<file path="src/rtl/sw_debounce_sync.sv">
// Per-channel input conditioner: SYNC_STAGES-deep synchronizer feeding a
// counter-based debounce FSM with registered level, rise/fall strobes and any_change.
module sw_debounce_sync #(
  parameter int              NCH         = 8,
  parameter int              SYNC_STAGES = 2,
  parameter int              DB_CYCLES   = 48000,
  parameter int              CNT_W       = 16,
  parameter logic [NCH-1:0]  RST_VAL     = '0
) (
  input  logic           clk,
  input  logic           resetn,
  input  logic [NCH-1:0] raw_in,
  output logic [NCH-1:0] db_out,
  output logic [NCH-1:0] rise,
  output logic [NCH-1:0] fall,
  output logic           any_change
);

  typedef enum logic {STABLE = 1'b0, PEND = 1'b1} state_t;

  localparam logic [CNT_W-1:0] CNT_LAST = CNT_W'(DB_CYCLES - 1);
  localparam logic [CNT_W-1:0] CNT_ONE  = CNT_W'(1);

  logic [NCH-1:0] rise_d;
  logic [NCH-1:0] fall_d;
  logic           any_change_reg;

  generate
    for (genvar gi = 0; gi < NCH; gi++) begin : g_ch
      logic [SYNC_STAGES-1:0] sync_reg;
      logic                   s;
      state_t                 state_reg, state_next;
      logic [CNT_W-1:0]       cnt_reg, cnt_next;
      logic                   db_reg, db_next;
      logic                   rise_reg, rise_next;
      logic                   fall_reg, fall_next;
      logic                   accept;

      // Plain flop chain; nothing may sit between the stages.
      always_ff @(posedge clk or negedge resetn) begin
        if (!resetn) begin
          sync_reg <= {SYNC_STAGES{RST_VAL[gi]}};
        end else begin
          sync_reg <= {sync_reg[SYNC_STAGES-2:0], raw_in[gi]};
        end
      end

      assign s = sync_reg[SYNC_STAGES-1];

      always_ff @(posedge clk or negedge resetn) begin
        if (!resetn) begin
          state_reg <= STABLE;
          cnt_reg   <= '0;
          db_reg    <= RST_VAL[gi];
          rise_reg  <= 1'b0;
          fall_reg  <= 1'b0;
        end else begin
          state_reg <= state_next;
          cnt_reg   <= cnt_next;
          db_reg    <= db_next;
          rise_reg  <= rise_next;
          fall_reg  <= fall_next;
        end
      end

      always_comb begin
        state_next = state_reg;
        cnt_next   = cnt_reg;
        case (state_reg)
          STABLE: begin
            if (s != db_reg) begin
              state_next = PEND;
              cnt_next   = CNT_ONE;
            end else begin
              cnt_next   = '0;
            end
          end
          PEND: begin
            if (s == db_reg || cnt_reg == CNT_LAST) begin
              state_next = STABLE;
              cnt_next   = '0;
            end else begin
              cnt_next   = cnt_reg + CNT_ONE;
            end
          end
          default: begin
            state_next = STABLE;
            cnt_next   = '0;
          end
        endcase
      end

      // Acceptance uses the s sampled this cycle, even if it flips right after.
      always_comb begin
        accept    = (state_reg == PEND) && (s != db_reg) && (cnt_reg == CNT_LAST);
        db_next   = accept ? s : db_reg;
        rise_next = accept & s;
        fall_next = accept & ~s;
      end

      assign db_out[gi] = db_reg;
      assign rise[gi]   = rise_reg;
      assign fall[gi]   = fall_reg;
      assign rise_d[gi] = rise_next;
      assign fall_d[gi] = fall_next;
    end
  endgenerate

  always_ff @(posedge clk or negedge resetn) begin
    if (!resetn) begin
      any_change_reg <= 1'b0;
    end else begin
      any_change_reg <= |(rise_d | fall_d);
    end
  end

  assign any_change = any_change_reg;

endmodule

</file>
<file path="config.mk">
export PLATFORM = sky130hd
export DESIGN_NAME = sw_debounce_sync
export DESIGN_NICKNAME = d
export VERILOG_FILES = /design/src/rtl/sw_debounce_sync.sv
export SDC_FILE = /design/constraint.sdc
export NUM_CORES = 1
export LEC_CHECK = 0
export CORE_ASPECT_RATIO = 0.7
export CORE_MARGIN = 2
export CORE_UTILIZATION = 60
export CTS_CLUSTER_SIZE = 10
export DETAILED_ROUTE_END_ITERATION = 8
export PLACE_DENSITY_LB_ADDON = 0.15
export SLEW_MARGIN = 15
export SYNTH_ARGS = -nofsm -noshare
export SYNTH_HDL_FRONTEND = slang
export SYNTH_SLANG_ARGS = --single-unit
</file>
<file path="constraint.sdc">
create_clock -name clk -period 2.11 [get_ports clk]
set_clock_uncertainty 0.05 [all_clocks]
set_input_delay 0.211 -clock clk [delete_from_list [all_inputs] [get_ports clk]]
set_output_delay 0.211 -clock clk [all_outputs]
set_load 0.005 [all_outputs]
</file>
==> results.tsv <==
stage	metric	value	unit
clocking	cts.reportedPaths.clkPinSlew	70	ps
placement	routabilityCongestion	0.8534	
route	wirelength	14270	um
synthesis	synth_edf_count	0	
cells_and_area	fill_cells	942	
timing	hold_viol	0	
power	peakVddDrop	0.5384	mV
die	die_height	100.6	um
synthesis	yosys_warnings	0	
hold_path	hold_path.startpoint	raw_in[4]	
grt	grt_pass1_wl	24720	um
clocking	cts_tree	done	
worst_setup_path	startpoint_type	register	
worst_setup_path	cp-end-kind	register	
clocking	cts-htree-levels	4	
route	routed-via-count	5317	
synthesis	syn_nets	782	
worst_setup_path	r2r_cells	3	
worst_setup_path	r2r-end	g_ch[0].db_reg	
worst_setup_path	slowest_stage	or4b_4	
timing	tns	0	ps
grt	first_global_vias	5274	
grt	antenna_found_initial	0	
job	max-cap-violations	0	
hold_path	hold_end	g_ch[4].sync_reg[0]	
worst_setup_path	crit-reg2reg-launch	g_ch[0].cnt_reg[7]	
outcome	outcome	finished clean	
die	die_x	142.0	um
synthesis	async_flop_share	100.0	%
timing	max_freq	0.4967	GHz
clocking	cts_inserted_buffers	17	
timing	worst_pin_slew	552.6	ps
die	initial_utilization	61.13	%
cells_and_area	synthToLayoutAreaGrowth	13.05	%
route	post_drt_via_cell_ratio	5.470	
clocking	clock_path_buffers	2	
cells_and_area	largest_register_ffs	128	
cells_and_area	diodes	0	
synthesis	syn_area	0.008004	mm2
route	drc	0	
cells_and_area	utilization	69.11	%
cells_and_area	fin_nets	812	
grt	grt_max_degree	55	
grt	grt_overflow	0	
timing	fin_crit_sh	95.42	%
timing	final-setup-viol-count	0	
synthesis	syn_area_per_cell	10.48	um2
synthesis	synth_cells	764	
clocking	cts_sinks	177	
hold_path	hold-path-cell-count	1	
synthesis	yosys_register_bits	177	
die	fp.coreArea	0.01309	mm2
worst_setup_path	critPathArrivalTime	2270	ps
route	firstDrtPassIters	5	
hold_path	worstHoldPathType	in -> reg	
timing	fin_crit	2013	ps
placement	port_buffers	34	
timing	relSlewSlack	62.87	%
route	antenna_left	0	
power	pwr_density_cell	752.4	mW/mm2
die	die_area	0.01429	mm2
die	fp-row-count	35	
route	wl_per_cell	14.69	um
die	ios	35	
placement	dpl.hpwl	9708	um
route	drtIter0Drc	276	
synthesis	synth_cell_types	41	
worst_setup_path	crit_fanout	4	
worst_setup_path	worst-setup-path-type	reg -> reg	
synthesis	yosysSeqAreaShare	55.34	%
worst_setup_path	rrSetupSlack	100	ps
cells_and_area	layout-drive-gt1-share	7.940	%
worst_setup_path	crit_chain	or4b_4 > or4_4 > mux2_4	
cells_and_area	mostFrequentLayoutCell	dfrtp_1	
grt	grt_use_total	21.82	%
power	cellLeakagePower	3.854	nW
worst_setup_path	slowest_delay	570	ps
timing	drv_slew	0	
clocking	clock_latency	420	ps
cells_and_area	layout_common_cells	177 x dfrtp_1, 146 x nor2_1, 67 x xor2_1	
worst_setup_path	required	2370	ps
clocking	root_buffer	clkbuf_16	
synthesis	synth_flop_cell	dfrtp_1	
timing	rsz0062_at_grt	false	
==> per-stage QoR <==
step	instances	setup slack (ps)	hold WS (ps)	power, mW	instance area (um2)
global placement	940	100.9	73.56	3.769	8437
CTS	972	34.70	162.8	6.881	9035
floorplan	764	167.4	-134.6	3.644	8004
detailed placement	940	55.57	73.58	3.781	8437
global route	972	4.086	169.8	7.079	9049
finish	972	96.73	175.9	6.808	9049
==> metal layers <==
layer | vias up | routed length [um] | part of all wire [%] | GRT usage (%)
met5 | - | 0 | 0 | 0
met4 | 0 | 140 | 0.98 | 5.692
met3 | 14 | 448 | 3.1 | 5.226
met2 | 63 | 6713 | 47 | 34.56
met1 | 2643 | 6971 | 49 | 30.75
li1 | 2597 | - | - | -
==> area by class of cell <==
| class | instances | area, um2 | area share (%) |
|---|---|---|---|
| clock buffer | 20 | 456.7 | 5.047 |
| tap | 166 | 207.7 | 2.295 |
| timing repair buffer | 47 | 491.7 | 5.434 |
| multi-input combinational | 528 | 3246 | 35.87 |
| clock inverter | 11 | 131.4 | 1.452 |
| inverter | 23 | 86.33 | 0.9541 |
| sequential | 177 | 4429 | 48.95 |
==> synthesized netlist by cell type, drive strengths merged (9+ instances only) <==
| cell | n | area, um2 |
|---|---|---|
| and3 | 19 | 118.9 |
| buf | 34 | 249.0 |
| dfrtp | 177 | 4429 |
| inv | 23 | 86.33 |
| nand2 | 44 | 165.2 |
| nand3 | 56 | 280.3 |
| nand4 | 31 | 193.9 |
| nor2 | 146 | 548.0 |
| nor3 | 18 | 90.09 |
| nor3b | 9 | 67.56 |
| o21ai | 10 | 50.05 |
| xnor2 | 52 | 455.4 |
| xor2 | 67 | 586.8 |
==> what timing repair did <==
item / CTS / global route
hold buffers: 1 / 0
setup endpoints to repair: 0 / 19
setup buffers: 0 / 0
endpoints found under the hold margin: 94 / 0
resized for setup: 0 / 4
==> worst max path at each step <==
stage	start	slack, ps	endpoint	cells after the start
finish	g_ch[0].cnt_reg[7]	100	g_ch[0].db_reg	3
global route	g_ch[0].cnt_reg[7]	4	any_change	5
CTS	g_ch[5].cnt_reg[7]	30	any_change	4
detailed placement	g_ch[5].cnt_reg[7]	60	any_change	4
global placement	g_ch[5].cnt_reg[7]	100	any_change	4
floorplan	g_ch[0].cnt_reg[7]	170	g_ch[0].db_reg	3
==> power breakdown <==
part / switching (mW) / internal (mW) / total [mW]
logic: 0.145 / 0.0838 / 0.229
registers: 0.0451 / 3.44 / 3.49
clock network: 1.29 / 1.81 / 3.09
total: 1.48 / 5.33 / 6.81
==> worst max-delay path: cells and delay by family (launching register included) <==
| kind | cells | cell delay (ps) |
|---|---|---|
| flops | 1 | 430 |
| simple gates | 2 | 1130 |
| mux | 1 | 310 |
==> logic make-up (layout without fill, tap and decap cells) <==
logic type	after synthesis	in the layout	share of synthesized area, %
multiplexers	5	5	0.7972
adder cells (fa/ha/maj)	8	8	1.251
XOR/XNOR	119	119	13.02
AO/OA/AOI/OAI	27	27	1.954
buffers and inverters	59	101	4.283
AND/OR/NAND/NOR	369	369	23.35
flip-flops	177	177	55.34
Note: power is estimated with default switching activity, not from simulation.
